--- src/rtl/bru_pkg.sv ---
// Shared types and constants for the branch resolve unit.
// bru_entry_t is the default-width queue entry layout; the top re-declares
// the same fields at its own parameterised widths for the queue payload.
package bru_pkg;

   typedef enum logic [0:0] {
      RUN     = 1'b0,
      RECOVER = 1'b1
   } bru_state_t;

   localparam int BRU_PC_W  = 32;
   localparam int BRU_IDX_W = 6;

   typedef struct packed {
      logic [BRU_IDX_W-1:0] idx;
      logic                 taken;
      logic [BRU_PC_W-1:0]  target;
      logic [BRU_PC_W-1:0]  pc;
   } bru_entry_t;

   // Sequential next-PC step for a not-taken branch.
   localparam int PC_INC = 4;

endpackage

--- src/rtl/branch_resolve_unit_if.sv ---
// Fetch/execute <-> branch resolve unit signal bundle.
// master: fetch/execute side; slave: branch_resolve_unit.
// Optional macro BRU_STATS_EN adds the statistics counter outputs.
interface branch_resolve_unit_if #(
   parameter int DEPTH = 4,
   parameter int PC_W  = 32,
   parameter int IDX_W = 6,
   parameter int CNT_W = 16
);

   logic                     pred_valid;
   logic                     pred_ready;
   logic [IDX_W-1:0]         pred_idx;
   logic                     pred_taken;
   logic [PC_W-1:0]          pred_target;
   logic [PC_W-1:0]          pred_pc;

   logic                     res_valid;
   logic                     res_taken;
   logic [PC_W-1:0]          res_target;

   logic                     upd_valid;
   logic [IDX_W-1:0]         upd_idx;
   logic                     upd_taken;

   logic                     flush;
   logic [PC_W-1:0]          redirect_pc;
   logic [$clog2(DEPTH):0]   occupancy;
   logic                     err_unexpected;

`ifdef BRU_STATS_EN
   logic [CNT_W-1:0]         stat_branches;
   logic [CNT_W-1:0]         stat_mispredicts;
`endif

   modport master (
      output pred_valid, pred_idx, pred_taken, pred_target, pred_pc,
      output res_valid, res_taken, res_target,
      input  pred_ready, upd_valid, upd_idx, upd_taken,
      input  flush, redirect_pc, occupancy, err_unexpected
`ifdef BRU_STATS_EN
      , input stat_branches, stat_mispredicts
`endif
   );

   modport slave (
      input  pred_valid, pred_idx, pred_taken, pred_target, pred_pc,
      input  res_valid, res_taken, res_target,
      output pred_ready, upd_valid, upd_idx, upd_taken,
      output flush, redirect_pc, occupancy, err_unexpected
`ifdef BRU_STATS_EN
      , output stat_branches, stat_mispredicts
`endif
   );

endinterface

--- src/rtl/bru_queue.sv ---
// In-order circular FIFO of predicted branches. Synchronous clear has
// priority over push/pop so a push in a clearing cycle is dropped.
// The caller never pushes when full or pops when empty.
module bru_queue
   import bru_pkg::*;
#(
   parameter int  DEPTH   = 4,
   parameter type entry_t = bru_entry_t
) (
   input  logic                   clk,
   input  logic                   rst_n,
   input  logic                   push,
   input  logic                   pop,
   input  logic                   clr,
   input  entry_t                 push_entry,
   output entry_t                 head_entry,
   output logic [$clog2(DEPTH):0] count
);

   localparam int AW = $clog2(DEPTH);

   entry_t          mem [DEPTH];
   logic [AW-1:0]   head;
   logic [AW-1:0]   tail;

   // Pointer and count bookkeeping; pointers wrap naturally (DEPTH is 2^AW)
   always_ff @(posedge clk or negedge rst_n) begin
      if (!rst_n) begin
         head  <= '0;
         tail  <= '0;
         count <= '0;
      end else if (clr) begin
         head  <= '0;
         tail  <= '0;
         count <= '0;
      end else begin
         if (push) tail <= tail + AW'(1);
         if (pop)  head <= head + AW'(1);
         case ({push, pop})
            2'b10:   count <= count + (AW+1)'(1);
            2'b01:   count <= count - (AW+1)'(1);
            default: count <= count;
         endcase
      end
   end

   // Entry storage is payload only and carries no reset
   always_ff @(posedge clk) begin
      if (push && !clr) mem[tail] <= push_entry;
   end

   assign head_entry = mem[head];

endmodule

--- src/rtl/branch_resolve_unit.sv ---
// Branch resolve unit: checks each in-order resolve against the oldest
// queued prediction, emits a training strobe on every resolve and a
// one-cycle flush with the correct redirect PC on a mispredict.
// Optional macro BRU_STATS_EN adds saturating branch/mispredict counters.
module branch_resolve_unit
   import bru_pkg::*;
#(
   parameter int DEPTH = 4,
   parameter int PC_W  = 32,
   parameter int IDX_W = 6,
   parameter int CNT_W = 16
) (
   input  logic                  clk,
   input  logic                  rst_n,
   branch_resolve_unit_if.slave  bus
);

   localparam int OCC_W = $clog2(DEPTH) + 1;

   typedef struct packed {
      logic [IDX_W-1:0] idx;
      logic             taken;
      logic [PC_W-1:0]  target;
      logic [PC_W-1:0]  pc;
   } entry_t;

   function automatic logic [CNT_W-1:0] sat_inc(input logic [CNT_W-1:0] v);
      return (v == '1) ? v : v + CNT_W'(1);
   endfunction

   bru_state_t        state;
   logic [OCC_W-1:0]  occ;
   entry_t            head_p0;
   entry_t            push_entry_p0;
   logic              pred_ready_p0;
   logic              push_p0;
   logic              pop_p0;
   logic              unexp_p0;
   logic              mispredict_p0;
   logic [PC_W-1:0]   redirect_p0;

   logic              upd_vld_p1;
   logic [IDX_W-1:0]  upd_idx_p1;
   logic              upd_taken_p1;
   logic              flush_p1;
   logic [PC_W-1:0]   redirect_pc_p1;
   logic              err_p1;

   // ---- stage p0: resolve compare against the queue head ----
   assign pred_ready_p0 = (state == RUN) && (occ < OCC_W'(DEPTH));
   assign push_p0       = bus.pred_valid && pred_ready_p0;
   assign pop_p0        = bus.res_valid && (occ != '0);
   assign unexp_p0      = bus.res_valid && (occ == '0);
   assign mispredict_p0 = pop_p0 &&
                          ((bus.res_taken != head_p0.taken) ||
                           (bus.res_taken && (bus.res_target != head_p0.target)));
   assign redirect_p0   = bus.res_taken ? bus.res_target
                                        : head_p0.pc + PC_W'(PC_INC);

   assign push_entry_p0 = '{idx:    bus.pred_idx,
                            taken:  bus.pred_taken,
                            target: bus.pred_target,
                            pc:     bus.pred_pc};

   bru_queue #(
      .DEPTH   (DEPTH),
      .entry_t (entry_t)
   ) u_queue (
      .clk        (clk),
      .rst_n      (rst_n),
      .push       (push_p0),
      .pop        (pop_p0),
      .clr        (mispredict_p0),
      .push_entry (push_entry_p0),
      .head_entry (head_p0),
      .count      (occ)
   );

   // ---- stage p1: registered strobes, payloads and recovery FSM ----
   // FSM plus registered training/flush/error outputs
   always_ff @(posedge clk or negedge rst_n) begin
      if (!rst_n) begin
         state          <= RUN;
         upd_vld_p1     <= 1'b0;
         upd_idx_p1     <= '0;
         upd_taken_p1   <= 1'b0;
         flush_p1       <= 1'b0;
         redirect_pc_p1 <= '0;
         err_p1         <= 1'b0;
      end else begin
         upd_vld_p1 <= pop_p0;
         flush_p1   <= mispredict_p0;
         err_p1     <= unexp_p0;
         if (pop_p0) begin
            upd_idx_p1   <= head_p0.idx;
            upd_taken_p1 <= bus.res_taken;
         end
         if (mispredict_p0) redirect_pc_p1 <= redirect_p0;
         case (state)
            RUN:     if (mispredict_p0) state <= RECOVER;
            RECOVER: state <= RUN;
            default: state <= RUN;
         endcase
      end
   end

   assign bus.pred_ready     = pred_ready_p0;
   assign bus.occupancy      = occ;
   assign bus.upd_valid      = upd_vld_p1;
   assign bus.upd_idx        = upd_idx_p1;
   assign bus.upd_taken      = upd_taken_p1;
   assign bus.flush          = flush_p1;
   assign bus.redirect_pc    = redirect_pc_p1;
   assign bus.err_unexpected = err_p1;

`ifdef BRU_STATS_EN
   logic [CNT_W-1:0] stat_br_p1;
   logic [CNT_W-1:0] stat_mp_p1;

   // Saturating resolve and mispredict counters
   always_ff @(posedge clk or negedge rst_n) begin
      if (!rst_n) begin
         stat_br_p1 <= '0;
         stat_mp_p1 <= '0;
      end else begin
         if (pop_p0)        stat_br_p1 <= sat_inc(stat_br_p1);
         if (mispredict_p0) stat_mp_p1 <= sat_inc(stat_mp_p1);
      end
   end

   assign bus.stat_branches    = stat_br_p1;
   assign bus.stat_mispredicts = stat_mp_p1;
`endif

endmodule

--- src/flat_wrapper.sv ---
// flat-port wrapper written by rule: the top's interface ports become plain ports
module branch_resolve_unit_flat import bru_pkg::*;
#(
   parameter int DEPTH = 4,
   parameter int PC_W  = 32,
   parameter int IDX_W = 6,
   parameter int CNT_W = 16
)
  (clk, rst_n, bus_pred_valid, bus_pred_idx, bus_pred_taken, bus_pred_target, bus_pred_pc, bus_res_valid, bus_res_taken, bus_res_target, bus_pred_ready, bus_upd_valid, bus_upd_idx, bus_upd_taken, bus_flush, bus_redirect_pc, bus_occupancy, bus_err_unexpected);
  branch_resolve_unit_if #(.DEPTH(DEPTH), .PC_W(PC_W), .IDX_W(IDX_W), .CNT_W(CNT_W)) bus_i ();
  input  logic clk;
  input  logic rst_n;
  input wire logic [$bits(bus_i.pred_valid)-1:0] bus_pred_valid;
  input wire logic [$bits(bus_i.pred_idx)-1:0] bus_pred_idx;
  input wire logic [$bits(bus_i.pred_taken)-1:0] bus_pred_taken;
  input wire logic [$bits(bus_i.pred_target)-1:0] bus_pred_target;
  input wire logic [$bits(bus_i.pred_pc)-1:0] bus_pred_pc;
  input wire logic [$bits(bus_i.res_valid)-1:0] bus_res_valid;
  input wire logic [$bits(bus_i.res_taken)-1:0] bus_res_taken;
  input wire logic [$bits(bus_i.res_target)-1:0] bus_res_target;
  output wire logic [$bits(bus_i.pred_ready)-1:0] bus_pred_ready;
  output wire logic [$bits(bus_i.upd_valid)-1:0] bus_upd_valid;
  output wire logic [$bits(bus_i.upd_idx)-1:0] bus_upd_idx;
  output wire logic [$bits(bus_i.upd_taken)-1:0] bus_upd_taken;
  output wire logic [$bits(bus_i.flush)-1:0] bus_flush;
  output wire logic [$bits(bus_i.redirect_pc)-1:0] bus_redirect_pc;
  output wire logic [$bits(bus_i.occupancy)-1:0] bus_occupancy;
  output wire logic [$bits(bus_i.err_unexpected)-1:0] bus_err_unexpected;
  assign bus_i.pred_valid = bus_pred_valid;
  assign bus_i.pred_idx = bus_pred_idx;
  assign bus_i.pred_taken = bus_pred_taken;
  assign bus_i.pred_target = bus_pred_target;
  assign bus_i.pred_pc = bus_pred_pc;
  assign bus_i.res_valid = bus_res_valid;
  assign bus_i.res_taken = bus_res_taken;
  assign bus_i.res_target = bus_res_target;
  assign bus_pred_ready = bus_i.pred_ready;
  assign bus_upd_valid = bus_i.upd_valid;
  assign bus_upd_idx = bus_i.upd_idx;
  assign bus_upd_taken = bus_i.upd_taken;
  assign bus_flush = bus_i.flush;
  assign bus_redirect_pc = bus_i.redirect_pc;
  assign bus_occupancy = bus_i.occupancy;
  assign bus_err_unexpected = bus_i.err_unexpected;
  branch_resolve_unit #(.DEPTH(DEPTH), .PC_W(PC_W), .IDX_W(IDX_W), .CNT_W(CNT_W)) u_core (.clk(clk), .rst_n(rst_n), .bus(bus_i));
endmodule
--- config.mk ---
export PLATFORM = sky130hd
export DESIGN_NAME = branch_resolve_unit_flat
export DESIGN_NICKNAME = d
export VERILOG_FILES = /design/src/rtl/bru_pkg.sv /design/src/rtl/branch_resolve_unit_if.sv /design/src/rtl/bru_queue.sv /design/src/rtl/branch_resolve_unit.sv /design/src/flat_wrapper.sv
export SDC_FILE = /design/constraint.sdc
export NUM_CORES = 1
export LEC_CHECK = 0
export BUFFER_PORTS_ARGS = -buffer_cell sky130_fd_sc_hd__buf_4
export CORE_ASPECT_RATIO = 1.4
export CORE_UTILIZATION = 45
export CTS_BUF_LIST = sky130_fd_sc_hd__clkbuf_4 sky130_fd_sc_hd__clkbuf_8 sky130_fd_sc_hd__clkbuf_16
export CTS_CLUSTER_SIZE = 12
export DETAILED_ROUTE_END_ITERATION = 12
export GPL_TIMING_DRIVEN = 0
export PLACE_DENSITY = 0.73
export REMOVE_ABC_BUFFERS = 1
export SETUP_SLACK_MARGIN = 0.15
export SYNTH_ARGS = -nofsm -noshare
export SYNTH_HDL_FRONTEND = slang
export SYNTH_SLANG_ARGS = --single-unit
--- constraint.sdc ---
create_clock -name clk -period 12.8 [get_ports clk]
set_input_delay 0.64 -clock clk [delete_from_list [all_inputs] [get_ports clk]]
set_output_delay 0.64 -clock clk [all_outputs]
set_load 0.01 [all_outputs]
==> impl_metrics.json <==
{
  "synth_area_sq_mm": 0.01366,
  "swShare_pct": 29.08,
  "ys_types": 47,
  "worst_pin_slew_ps": 1011,
  "grt_max_degree": 59,
  "slew_headroom_pct": 32.36,
  "grt_use_total_pct": 19.30,
  "p_clk_share_pct": 27.9,
  "cts_root_buffer": "clkbuf_16",
  "p_leak_nw": 5.879,
  "fin_tns_setup_ps": 0,
  "std_cell_rows": 75,
  "io_buffers": 153,
  "grt_pass1_vias": 7542,
  "fmax_ghz": 0.1925,
  "drc": 0,
  "finalCritPeriodShare_pct": 40.58,
  "rsz0062_at_grt": "false",
  "critPathKind": "flip-flop to flip-flop",
  "hold_viol": 0,
  "grt_pass1_wl_um": 43790,
  "clk_pin_slew_ps": 60,
  "ys_seq_area_share_pct": 71.57,
  "cts_hold_buf": 0,
  "finClkSkew_ps": 15.18,
  "cts_resized": 0,
  "start_util_pct": 45.65,
  "core_sq_mm": 0.02994,
  "ir_worst_vdd_mv": 0.1206,
  "worstPathArrival_ps": 5380,
  "critPathLaunchType": "flip-flop",
  "switchingPower_w": 0.001015,
  "drt_pass1_iterations": 5,
  "cts_tree": "done",
  "slew_violations": 0,
  "intPower_w": 0.002476,
  "end_kind": "flip-flop",
  "fin_nets": 1033,
  "status": "complete, no violations",
  "setup_viol": 0,
  "async_flop_share_pct": 14.97,
  "numCtsBuffers": 35,
  "gp_routability_congestion": 0.7305,
  "num-fill-cells": 2345,
  "antenna_found_initial": 0,
  "cts_setup_buffers": 0,
  "viasPerCell": 5.360,
  "clock-sinks": 334,
  "clk_latency_ps": 510,
  "syn_avg_cell_area_sq_um": 18.17,
  "period_minus_slack_ps": 5194,
  "drv_cap": 0,
  "syn_inst": 752,
  "antenna_left": 0,
  "clockBufferDepth": 3,
  "drt_first_iter_violations": 298,
  "min_path_type": "input pin to async pin",
  "antennaDiodeCount": 0,
  "synth_edf_count": 284,
  "worstPathMaxFanout": 41,
  "power_frac_seq_pct": 43.2,
  "hpwl_um": 18380,
  "power_density_mw_per_mm2": 212.2,
  "pwr-share-comb_pct": 28.8,
  "final_layout_size_suffix_gt1_share_pct": 32.10,
  "grt_overflow_total": 0,
  "io_pins": 154,
  "drt_wl_total_um": 28970,
  "dieArea_sq_mm": 0.03108,
  "synth_top_flop_cell": "edfxtp_1",
  "yosys_register_bits": 334,
  "finalPower_w": 0.003491,
  "die_y_um": 208.2,
  "post_drt_wl_per_cell_um": 21.80,
  "required_ps": 12990,
  "ys_warn_count": 0,
  "area_growth_pct": 20.38,
  "reg2reg_depth": 11,
  "cts_max_level": 2,
  "die_x_um": 149.3,
  "via_count": 7123
}
[kinds of logic (layout without fill, tap and decap cells)]
family | after synthesis | in the layout | share of synthesized area (%)
flip-flops | 334 | 334 | 71.57
AND/OR/NAND/NOR | 129 | 129 | 4.688
multiplexers | 123 | 123 | 14.99
XOR/XNOR | 61 | 61 | 3.910
buffers and inverters | 57 | 249 | 2.198
AO/OA/AOI/OAI | 41 | 41 | 1.950
adder cells (fa/ha/maj) | 7 | 7 | 0.6959
[synth_stat cells (all sizes together) (2+ instances only)]
master / n / area [sq um]
xor2: 15 / 131.4
nand4: 16 / 100.1
inv: 24 / 90.09
nand2: 48 / 180.2
a211oi: 2 / 15.01
nand3: 14 / 70.07
and2: 10 / 62.56
nor2b: 2 / 12.51
mux2: 23 / 259.0
a21oi: 7 / 35.03
clkbuf: 11 / 41.29
nor3b: 2 / 15.01
o21ai: 17 / 85.08
dfrtp: 50 / 1251
edfxtp: 284 / 8528
mux2i: 37 / 370.4
mux4: 63 / 1419
nor2: 16 / 60.06
o22ai: 2 / 12.51
xnor2: 46 / 402.9
nor4: 7 / 43.79
a221oi: 3 / 26.28
and3: 6 / 37.54
buf: 21 / 165.1
nor3: 5 / 35.03
ha: 6 / 75.07
[cell usage in the layout (no fill, tap or decap), types with 2 or more instances in the layout]
cell type	synthesis	layout
a211oi_1	2	2
a21oi_1	7	7
a221oi_1	3	3
and2_1	10	10
and3_1	6	2
and3_4	0	4
buf_16	0	7
buf_4	3	153
clkbuf_16	0	37
clkbuf_4	0	19
clkinv_1	1	4
clkinv_2	0	2
dfrtp_1	50	48
dfrtp_4	0	2
edfxtp_1	284	284
ha_1	6	6
inv_1	24	24
mux2_1	13	13
mux2_2	10	10
mux2i_1	37	37
mux4_2	63	63
nand2_1	48	48
nand3_1	14	14
nand4_1	16	16
nor2_1	16	16
nor2b_1	2	2
nor3_1	3	3
nor3_2	2	2
nor3b_1	2	2
nor4_1	7	7
o21ai_0	17	17
o22ai_1	2	2
xnor2_1	46	46
xor2_1	15	15
[worst max-delay path: stages (launching register included)]
cell	delay, ps
dfrtp_4	950
buf_16	340
mux4_2	560
xnor2_1	200
nand4_1	240
nor4_1	480
nand4_1	310
o211ai_4	330
buf_16	230
buf_12	200
and3_4	630
buf_16	300
[power by group through the flow]
stage	clock network [W]	registers, W	logic (W)
after global placement	0	0.00160	0.000967
after detailed placement	0	0.00154	0.00103
after floorplan	0	0.00157	0.000599
final	0.000975	0.00151	0.00101
after global routing	0.00103	0.00153	0.00110
after CTS	0.000998	0.00152	0.00103
[layout make-up]
cell class	count	area, sq um	area share (%)
Sequential cell	334	9787	59.50
Multi-Input combinational cell	361	3613	21.97
Timing Repair Buffer	161	1361	8.276
Clock buffer	57	1082	6.579
Tap cell	385	481.7	2.928
Inverter	25	93.84	0.5705
Clock inverter	6	30.03	0.1826
[final timing paths]
kind	from	to	slack [ps]
hold / removal	rst_n	u_core.bus.redirect_pc[16]	210
hold reg to reg	u_core.state	u_core.state	430
min in group clk	bus_pred_pc[18]	u_core.u_queue.mem[2][18]	320
max in group asynchronous	rst_n	u_core.u_queue.head[1]	12000
setup reg to reg	u_core.u_queue.head[0]	u_core.u_queue.mem[0][34]	7610
setup / recovery	u_core.u_queue.head[0]	u_core.u_queue.mem[0][34]	7610
[state kept, by name, summed over array words and instances, names as in the netlist]
register / cells
u_core.u_queue.mem: 284
u_core.bus.redirect_pc: 32
u_core.bus.flush: 1
u_core.u_queue.tail: 2
u_core.bus.upd_idx: 6
u_core.state: 1
u_core.bus.upd_valid: 1
u_core.bus.err_unexpected: 1
u_core.bus.upd_taken: 1
u_core.u_queue.count: 3
u_core.u_queue.head: 2
[per-layer routing]
metal  global-route usage, %  part of all wire, %  up-vias
met5                       0                    0        -
met4                   5.947                  2.2        0
met3                   3.947                  5.2       42
met2                   33.76                   53      176
met1                   23.82                   40     3644
li1                        -                    -     3261
[stage by stage]
step / util [%] / hold WS (ps) / worst slack (ps) / cells / instance area, sq um
final: 54.95 / 205.2 / 7606 / 1329 / 16450
after global placement: 50.40 / 414.7 / 1317 / 1258 / 15090
after detailed placement: 51.24 / 421.1 / 7488 / 1266 / 15340
after floorplan: - / 344.4 / 5373 / 720 / 13460
after CTS: 54.95 / 222.0 / 7436 / 1329 / 16450
after global routing: 54.95 / 251.7 / 7258 / 1329 / 16450
Power figures use the tool's default switching activity.
